File: src/rtl/mips_chk_pkg.sv
// Shared types and defaults for the MIPS store checker.
package mips_chk_pkg;

    localparam int unsigned ADDR_W = 32;
    localparam int unsigned DATA_W = 32;

    localparam logic [ADDR_W-1:0] CHK_ADDR_DEF   = 32'd84;
    localparam logic [DATA_W-1:0] CHK_EXPECT_DEF = 32'h0010_0119;

    typedef enum logic [1:0] {
        CHK_RUN     = 2'd0,
        CHK_PASS    = 2'd1,
        CHK_FAIL    = 2'd2,
        CHK_TIMEOUT = 2'd3
    } chk_state_e;

    // One store-log entry: address in the upper half, data in the lower half.
    typedef struct packed {
        logic [ADDR_W-1:0] addr;
        logic [DATA_W-1:0] data;
    } log_entry_t;

endpackage

File: src/rtl/store_log_fifo.sv
// Show-ahead FIFO holding accepted stores until the host drains them.
module store_log_fifo
    import mips_chk_pkg::*;
#(
    parameter int unsigned DEPTH = 8
) (
    input  logic       clk,
    input  logic       reset,
    input  logic       i_push,
    input  log_entry_t i_entry,
    input  logic       i_pop,
    output log_entry_t o_head,
    output logic       o_full,
    output logic       o_empty
);

    localparam int unsigned IDX_W = (DEPTH > 1) ? $clog2(DEPTH) : 1;
    localparam int unsigned PTR_W = IDX_W + 1;

    log_entry_t       r_mem [DEPTH];
    logic [PTR_W-1:0] r_wr_ptr;
    logic [PTR_W-1:0] r_rd_ptr;
    logic             r_full;
    logic             r_empty;

    logic             w_pop_ok;
    logic             w_push_ok;
    logic [PTR_W-1:0] w_wr_nxt;
    logic [PTR_W-1:0] w_rd_nxt;

    // A push into a full FIFO is allowed only when the head leaves on the same edge.
    always_comb begin
        w_pop_ok  = i_pop && !r_empty;
        w_push_ok = i_push && (!r_full || w_pop_ok);
        w_wr_nxt  = r_wr_ptr + PTR_W'(w_push_ok);
        w_rd_nxt  = r_rd_ptr + PTR_W'(w_pop_ok);
    end

    // Pointers plus registered full/empty flags derived from the next pointers.
    always_ff @(posedge clk or posedge reset) begin
        if (reset) begin
            r_wr_ptr <= '0;
            r_rd_ptr <= '0;
            r_full   <= 1'b0;
            r_empty  <= 1'b1;
        end else begin
            r_wr_ptr <= w_wr_nxt;
            r_rd_ptr <= w_rd_nxt;
            r_empty  <= (w_wr_nxt == w_rd_nxt);
            r_full   <= (w_wr_nxt[IDX_W-1:0] == w_rd_nxt[IDX_W-1:0]) &&
                        (w_wr_nxt[IDX_W] != w_rd_nxt[IDX_W]);
        end
    end

    // Storage array; cleared on reset so the idle head reads as zero.
    always_ff @(posedge clk or posedge reset) begin
        if (reset) begin
            for (int unsigned i = 0; i < DEPTH; i++) begin
                r_mem[i] <= '0;
            end
        end else if (w_push_ok) begin
            r_mem[r_wr_ptr[IDX_W-1:0]] <= i_entry;
        end
    end

    assign o_head  = r_mem[r_rd_ptr[IDX_W-1:0]];
    assign o_full  = r_full;
    assign o_empty = r_empty;

endmodule

File: config.mk
export PLATFORM = sky130hd
export DESIGN_NAME = store_log_fifo
export DESIGN_NICKNAME = d
export VERILOG_FILES = /design/src/rtl/mips_chk_pkg.sv /design/src/rtl/store_log_fifo.sv
export SDC_FILE = /design/constraint.sdc
export NUM_CORES = 1
export LEC_CHECK = 0
export CAP_MARGIN = 5
export CORE_MARGIN = 5
export CORE_UTILIZATION = 58
export CTS_CLUSTER_SIZE = 28
export DETAILED_ROUTE_END_ITERATION = 6
export DONT_BUFFER_PORTS = 1
export GPL_ROUTABILITY_DRIVEN = 0
export PLACE_DENSITY = 0.75
export SYNTH_ARGS = -nofsm -noshare
export SYNTH_HDL_FRONTEND = slang
export SYNTH_SLANG_ARGS = --single-unit
File: constraint.sdc
create_clock -name clk -period 18.7 [get_ports clk]
set_clock_uncertainty 0.15 [all_clocks]
set_input_delay 2.805 -clock clk [delete_from_list [all_inputs] [get_ports clk]]
set_output_delay 2.805 -clock clk [all_outputs]
set_load 0.03 [all_outputs]
==> out/metrics.yaml, run 1 <==
run_status:
  status: "completed"
pwr:
  cellLeakagePower_nw: 10.5
  combPwrFrac_pct: 40.8
  cellPowerDensity_nw_per_um2: 205
  p_switching_mw: 1.77
  pwr-share-clk_pct: 20.4
  seqPwrFrac_pct: 38.7
  ir_worst_vdd_mv: 0.116
  p_int_mw: 3.46
  sw_frac_of_total_pct: 33.8
min_path:
  holdPathEnd: "r_mem[413]"
  hold-path-cell-count: 1
  hold_class: "register to register"
  hp-start: "r_mem[413]"
cts:
  clkTransAtPathRegs_ns: 0.06
  post_cts.repair.setup_buffers: 0
  cts_buffers: 53
  cts_root_buffer: "clkbuf_16"
  ctsHoldBuffers: 0
  cts.repair.resized: 0
  cts_buffer_depth: 3
  cts_tree: "built"
  htree_levels: 2
  worstSkewPairLatency_ns: 0.58
  cts.sink_count: 522
global_routing:
  grt-ovfl-total: 0
  antenna_found_initial: 0
  grt_pass1_wl_um: 76600
  track_usage_pct: 21.9
  grt_max_degree: 193
  grt_pass1_vias: 12900
routing:
  drcViolationCount: 0
  drt-initial-drc-count: 617
  firstDrtPassIters: 4
  via_count: 11800
  wirelength_um: 47100
  wl_per_cell_um: 24.7
  avgViaCountPerCell: 6.18
  detail-route-antenna-nets: 0
die:
  start_util_pct: 58.6
  dieWidth_um: 210
  ioPinCount: 134
  die_h_um: 210
  die-area_um2: 44300
  core_um2: 39700
  rows: 73
critical_path:
  cp_cell_sequence: "buf_4 > buf_4 > mux4_2 > mux2_2"
  critPathLaunch: "r_rd_ptr[1]"
  worst-r2r-cell-count: 5
  required_ns: 15.75
  r2r_start: "o_full"
  regToRegSetupSlack_ns: 15.46
  critPathCaptureType: "output pin"
  crit_path_max_fanout: 65
  worstPathBufferInverterCount: 2
  cp_common_cell: "buf_4"
  crit_path_max_incr_delay_ns: 0.80
  critical_path_class: "register to output pin"
  reg2reg_to: "r_mem[58]"
  critPathTopFamily: "buffers and inverters"
  startpoint_type: "register"
  cp.arrival_ns: 3.59
  cpMaxStageDelayCell: "buf_4"
synthesis:
  postSynthCellCount: 1350
  synth-async-reset-ratio_pct: 100
  muxShareOfSynthArea_pct: 40.2
  synthAdderAreaFrac_pct: 0.215
  syn_avg_cell_area_um2: 17.3
  synth_flop_cell: "dfrtp_1"
  syn_area_um2: 23300
  yosys.area.top_type: "dfrtp_1"
  synthSimpleGateAreaFrac_pct: 0.741
  synth_top_family_by_area: "multiplexers"
  synth-compound-area-share_pct: 0
  synth_most_common_cell: "mux2_2"
  synth.area.top_cells: "dfrtp_1 (56%), mux2_2 (25%), mux4_2 (12%)"
  synth_top_area_share_pct: 56.0
  ys_seq_elements: 522
  ys_top_cells_by_count: "mux2_2 (524), dfrtp_1 (521), mux4_2 (128)"
  ys_types: 24
  synth_enable_flop_cells: 0
  synth_nets: 1422
  synth_xor_area_share_pct: 0.301
  ys_seq_area_share_pct: 56.1
  yosys_warnings: 0
timing:
  period_share_pct: 35.0
  setup_tns_ns: 0
  hold_violations: 0
  slew_violations: 0
  max-slew-margin-rel_pct: 30.6
  setup_viol: 0
  fmax_mhz: 153
  fin_hold_ws_ns: 0.331
  worst_pin_slew_ns: 1.04
  finalCriticalPeriod_ns: 6.55
  rsz0062_at_grt: "no"
job:
  maxCapViolCount: 0
cells_and_area:
  nFillCells: 2854
  num_antenna_cells: 0
  areaGrowthSynthToFinish_pct: 9.16
  nNetsFinal: 1412
  drive_gt1_share_pct: 56.4
placed_design:
  dp_hpwl_um: 25800
  io_buffer_count: 0
cells by family after synthesis:
logic type	count (synthesis)
flip-flops	522
XOR/XNOR	8
AND/OR/NAND/NOR	19
multiplexers	704
buffers and inverters	93
adder cells (fa/ha/maj)	4
worst reg2reg max path, cell delays in order (launching register included):
cell,delay [ns]
dfrtp_1,0.49
nor2b_1,0.19
buf_4,0.19
nor3_4,0.77
buf_4,0.85
mux2_2,0.48
metrics by stage:
step                utilization, %  instances  total power [mW]  setup WS [ns]  area [um^2]
detailed placement            59.5       1810              4.20          12.75        23600
global placement              59.5       1810              4.12          12.78        23600
CTS                           64.0       1907              5.29          12.12        25400
finish                        64.0       1907              5.23          12.15        25400
global route                  64.0       1907              5.52          11.98        25400
floorplan                        -       1350              3.81           1.16        23300
metal layers:
layer,part of all wire (%),vias to the layer above,GRT usage [%]
li1,-,5062,-
met1,45,6466,31.6
met2,48,201,34.6
met3,5.8,55,5.33
met4,1.7,0,5.14
met5,0,-,0
final cells by class:
class | count | area [um^2] | share of cell area, %
multi-input combinational | 735 | 9690 | 38.1
sequential | 522 | 13100 | 51.4
inverter | 3 | 18.8 | 0.0738
timing repair buffer | 25 | 200 | 0.787
clock inverter | 14 | 126 | 0.497
clock buffer | 83 | 1670 | 6.57
tap | 525 | 657 | 2.58
flip-flops by register name, summed over array words and instances, names as in the netlist:
signal	cells
r_rd_ptr	4
o_empty	1
r_wr_ptr	4
r_mem	512
o_full	1
power groups by stage:
stage          combinational, mW  clock, mW  sequential, mW
2_1_floorplan               1.90          0            1.90
3_3_place_gp                2.11          0            2.01
3_5_place_dp                2.16          0            2.04
4_1_cts                     2.17       1.09            2.02
5_1_grt                     2.29       1.14            2.10
6_report                    2.13       1.07            2.02
how the worst max path moves through the flow:
stage	to	slack, ns	depth (start not counted)
finish	o_head[20]	12.15	4
global placement	o_head[24]	12.78	4
detailed placement	o_head[20]	12.75	4
CTS	o_head[20]	12.12	4
global route	o_head[51]	11.98	3
floorplan	o_full	1.16	1
placed cells by master (no fill, tap or decap), types with 2 or more instances in the layout:
| cell | netlist | layout |
|---|---|---|
| mux2_2 | 524 | 524 |
| dfrtp_1 | 521 | 518 |
| mux4_2 | 128 | 128 |
| clkbuf_16 | 0 | 55 |
| mux2_1 | 52 | 52 |
| buf_4 | 24 | 24 |
| clkbuf_8 | 0 | 19 |
| clkinv_2 | 0 | 10 |
| clkbuf_1 | 18 | 9 |
| nor4b_2 | 0 | 4 |
| xor2_1 | 4 | 4 |
| xnor2_1 | 4 | 4 |
| ha_1 | 4 | 4 |
| nand3_1 | 3 | 3 |
| dfrtp_4 | 0 | 3 |
| nor2b_1 | 2 | 2 |
| nand2_1 | 2 | 2 |
| nor4_4 | 2 | 2 |
| inv_1 | 3 | 2 |
| nor3_4 | 2 | 2 |
| bufinv_16 | 0 | 2 |
Note: power is estimated with default switching activity, not from simulation.
==> inputs of run 2 (changes only) <==
==> constraint.sdc (replaced) <==
create_clock -name clk -period 5.25 [get_ports clk]
set_clock_uncertainty 0.15 [all_clocks]
set_input_delay 0.7875 -clock clk [delete_from_list [all_inputs] [get_ports clk]]
set_output_delay 0.7875 -clock clk [all_outputs]
set_load 0.03 [all_outputs]
==> out/metrics.yaml, run 2 (same netlist as run 1, synthesis figures left out) <==
cts:
  cts_buffer_depth: 3
  cts_root_buffer: "clkbuf_16"
  clkTransAtPathRegs_ns: 0.06
  cts_tree: "built"
  cts.sink_count: 522
  worstSkewPairLatency_ns: 0.59
  ctsHoldBuffers: 0
  post_cts.repair.setup_buffers: 0
  htree_levels: 2
  cts.repair.resized: 0
  cts_buffers: 55
timing:
  setup_tns_ns: 0
  setup_viol: 0
  period_share_pct: 74.9
  finalCriticalPeriod_ns: 3.93
  slew_violations: 0
  max-slew-margin-rel_pct: 18.1
  fmax_mhz: 254
  rsz0062_at_grt: "no"
  worst_pin_slew_ns: 1.23
  hold_violations: 0
  fin_hold_ws_ns: 0.122
global_routing:
  track_usage_pct: 22.3
  grt_max_degree: 160
  antenna_found_initial: 0
  grt_pass1_wl_um: 77600
  grt_pass1_vias: 13200
  grt-ovfl-total: 0
min_path:
  hold_class: "primary input to async pin"
critical_path:
  required_ns: 4.31
  critical_path_class: "register to output pin"
  startpoint_type: "register"
  crit_path_max_fanout: 54
  critPathCaptureType: "output pin"
  crit_path_max_incr_delay_ns: 0.87
  cp_cell_sequence: "buf_12 > mux4_2 > mux2_2"
  cpMaxStageDelayCell: "dfrtp_4"
  cp.arrival_ns: 2.99
placed_design:
  io_buffer_count: 0
  dp_hpwl_um: 26100
  placed_cells: 1810
cells_and_area:
  seqCellArea_um2: 13100
  largest_reg_flops: 512
  nNetsFinal: 1414
  top_regs: "r_mem x512, r_rd_ptr x4, r_wr_ptr x4"
  drive_gt1_share_pct: 56.5
  num_antenna_cells: 0
  final_cell_mix: "mux2_2 (524), dfrtp_1 (518), mux4_2 (128)"
  finalNonFillerCells: 1913
  multi_input_area_um2: 9690
  mostFrequentLayoutCell: "mux2_2"
  areaGrowthSynthToFinish_pct: 10.3
  nFillCells: 2779
  largest-register: "r_mem"
routing:
  drt-initial-drc-count: 608
  drcViolationCount: 0
  wirelength_um: 47700
  wl_per_cell_um: 25.0
  detail-route-antenna-nets: 0
  firstDrtPassIters: 4
  via_count: 11800
  avgViaCountPerCell: 6.17
pwr:
  cellPowerDensity_nw_per_um2: 740
  cellLeakagePower_nw: 10.6
  ir_worst_vdd_mv: 0.497
die:
  die-area_um2: 44300
  dieWidth_um: 210
  rows: 73
  core_um2: 39700
  ioPinCount: 134
  start_util_pct: 58.6
  die_h_um: 210
run_status:
  status: "completed"
job:
  maxCapViolCount: 0
run 2: path summary, 6_finish.rpt:
kind                       slack [ns]   startpoint  cells after the start    endpoint
min                              0.12        reset                      1  r_mem[209]
max                              1.32  r_rd_ptr[0]                      3  o_head[49]
min reg2reg                      0.33    r_mem[55]                      1   r_mem[55]
max reg2reg                      2.19      o_empty                      8     o_empty
max in group asynchronous        3.45        reset                      2    r_mem[4]
min in group clk                 0.18   i_entry[9]                      1  r_mem[393]
run 2: per-layer routing:
metal	vias to the layer above	wire (um)	GRT usage, %
li1	5059	-	-
met1	6493	21200	31.6
met2	185	23300	36.1
met3	68	2420	5.24
met4	0	847	4.52
met5	-	0	0
run 2: report_power, final:
| group | switching (mW) | internal (mW) |
|---|---|---|
| Combinational | 3.47 | 3.99 |
| Sequential | 1.30 | 6.07 |
| Clock | 1.57 | 2.63 |
run 2: worst max-delay path, delay by kind of cell (launching register included):
family                 cells  cell delay (ns)
DFF                        1             0.87
muxes                      2             0.95
buffers and inverters      1             0.44
run 2: metrics by stage:
step / total power [mW] / util [%] / instance area, um^2 / worst slack [ns]
after CTS: 19.3 / 64.7 / 25700 / 1.24
after global routing: 20.1 / 64.7 / 25700 / 1.13
final: 19.0 / 64.7 / 25700 / 1.32
after detailed placement: 15.0 / 59.6 / 23700 / 1.90
after floorplan: 13.6 / - / 23300 / -2.78
after global placement: 14.7 / 59.6 / 23700 / 1.92
run 2: area by class of cell:
type	count	share of cell area, %
well taps	525	2.56
flip-flops and latches	522	50.9
inverters	3	0.0584
clock buffers	82	6.50
multi-input cells	735	37.7
clock inverters	21	1.31
repair buffers	25	1.02
==> inputs of run 3 (changes only) <==
--- a/config.mk
+++ b/config.mk
@@ -7,7 +7,7 @@
 export LEC_CHECK = 0
 export CAP_MARGIN = 5
 export CORE_MARGIN = 5
-export CORE_UTILIZATION = 58
+export CORE_UTILIZATION = 60
 export CTS_CLUSTER_SIZE = 28
 export DETAILED_ROUTE_END_ITERATION = 6
 export DONT_BUFFER_PORTS = 1
==> constraint.sdc (replaced) <==
create_clock -name clk -period 3.85 [get_ports clk]
set_clock_uncertainty 0.15 [all_clocks]
set_input_delay 0.5775 -clock clk [delete_from_list [all_inputs] [get_ports clk]]
set_output_delay 0.5775 -clock clk [all_outputs]
set_load 0.03 [all_outputs]
==> out/metrics.yaml, run 3 (same netlist as run 1, synthesis figures left out) <==
cells_and_area:
  drive_gt1_share_pct: 54.0
  nNetsFinal: 1493
  areaGrowthSynthToFinish_pct: 13.0
  top_regs: "r_mem x512, r_rd_ptr x4, r_wr_ptr x4"
  final_cell_mix: "mux2_2 (524), dfrtp_1 (518), mux4_2 (128)"
  mostFrequentLayoutCell: "mux2_2"
  largest-register: "r_mem"
  largest_reg_flops: 512
  finish.utilization_pct: 68.3
  nFillCells: 2692
critical_path:
  critical_path_class: "register to output pin"
  regToRegSetupSlack_ns: 0.97
  r2r_start: "o_full"
  cpMaxStageDelayCell: "dfrtp_4"
  critPathCaptureType: "output pin"
  critPathTopFamily: "multiplexers"
  worst-r2r-cell-count: 5
  cp_cell_sequence: "buf_12 > mux4_2 > mux2_2"
  cp.arrival_ns: 2.67
  crit_path_max_fanout: 38
  required_ns: 3.12
  crit_path_max_incr_delay_ns: 0.72
  startpoint_type: "register"
  worstPathBufferInverterCount: 1
  reg2reg_to: "r_mem[237]"
timing:
  period_share_pct: 88.1
  finalCriticalPeriod_ns: 3.39
  rsz0062_at_grt: "no"
  worst_pin_slew_ns: 1.15
  setup_viol: 0
  hold_violations: 0
  fmax_mhz: 295
  slew_violations: 0
  max-slew-margin-rel_pct: 23.7
cts:
  cts.repair.resized: 0
  cts_root_buffer: "clkbuf_16"
  clkTransAtPathRegs_ns: 0.06
  worstSkewPairLatency_ns: 0.59
  cts_tree: "built"
  htree_levels: 2
  cts_buffers: 54
  cts_buffer_depth: 3
  cts.sink_count: 522
die:
  die-area_um2: 42900
  rows: 72
  dieWidth_um: 207
  die_h_um: 207
  start_util_pct: 60.4
  core_um2: 38600
  ioPinCount: 134
global_routing:
  grt_pass1_wl_um: 78100
  busiest_layer: "met2"
  met1_usage_pct: 33.8
  use_met2_pct: 35.4
  grt-ovfl-total: 0
  grt_max_degree: 154
  track_usage_pct: 22.7
  antenna_found_initial: 5
  grt_pass1_vias: 13300
  met3_usage_pct: 4.64
pwr:
  p_total_mw: 25.7
  cellLeakagePower_nw: 10.9
  ir_worst_vdd_mv: 0.609
  cellPowerDensity_nw_per_um2: 978
routing:
  wl_per_cell_um: 24.1
  firstDrtPassIters: 4
  drt-initial-drc-count: 576
  via_count: 12100
  avgViaCountPerCell: 6.09
  drcViolationCount: 0
  wirelength_um: 47800
  detail-route-antenna-nets: 0
min_path:
  hp-start: "i_push"
  hold_class: "primary input to register"
  hold-path-cell-count: 2
  holdPathEnd: "r_wr_ptr[0]"
job:
  maxCapViolCount: 0
run_status:
  status: "completed"
placed_design:
  dp_hpwl_um: 27300
  io_buffer_count: 0
-- run 3: cell type report --
cell class,count,area [um^2],area share (%)
Clock inverter,10,125,0.475
Timing Repair Buffer,105,1060,4.04
Antenna cell,4,10.0,0.0380
Clock buffer,86,1700,6.44
Sequential cell,522,13100,49.7
Tap cell,518,648,2.46
Inverter,3,15.0,0.0570
Multi-Input combinational cell,735,9690,36.8
-- run 3: how the worst max path moves through the flow --
| stage | start | end | slack [ns] | cells past startpoint |
|---|---|---|---|---|
| 2_1_floorplan | reset | o_full | -3.97 | 1 |
| 3_3_place_gp | i_pop | r_mem[120] | 0.95 | 6 |
| 3_5_place_dp | i_pop | r_mem[98] | 0.89 | 6 |
| 4_1_cts | r_rd_ptr[0] | o_head[45] | 0.38 | 3 |
| 5_1_grt | r_rd_ptr[0] | o_head[48] | 0.30 | 3 |
| 6_report | r_rd_ptr[0] | o_head[48] | 0.46 | 3 |
-- run 3: worst register-to-register path, cell delays in order (launching register included) --
cell and delay (ns):
dfrtp_1 0.49, nor2b_1 0.20, buf_4 0.19, nor4b_2 0.33, buf_4 0.92, mux2_2 0.47
-- run 3: power breakdown --
group	total (mW)	leakage (nW)	switching, mW	internal, mW
Clock	5.26	0.903	2.07	3.19
Sequential	9.86	6.26	1.58	8.28
Combinational	10.6	3.70	5.05	5.57
Total	25.7	10.9	8.70	17.0
-- run 3: timing repair --
item	4_1_cts	5_1_grt
buffers inserted	0	0
hold buffers	65	0
hold endpoints to repair	655	0
-- run 3: through the flow --
stage          setup slack (ns)  setup TNS, ns  hold slack (ns)  cells  instance area, um^2
2_1_floorplan             -3.97       -2069.77            0.303   1350                23300
3_3_place_gp              0.950              0            0.256   1818                23800
3_5_place_dp              0.886              0            0.257   1818                23800
4_1_cts                   0.377              0            0.125   1979                26300
5_1_grt                   0.302              0            0.151   1983                26300
6_report                  0.457              0            0.156   1983                26300
-- run 3: layer usage --
layer  wire [um]  part of all wire [%]  vias to the layer above
li1            -                     -                     5225
met3        2300                   4.8                       55
met1       22000                    46                     6583
met5           7                 0.015                        -
met4         736                   1.5                        2
met2       22800                    48                      209
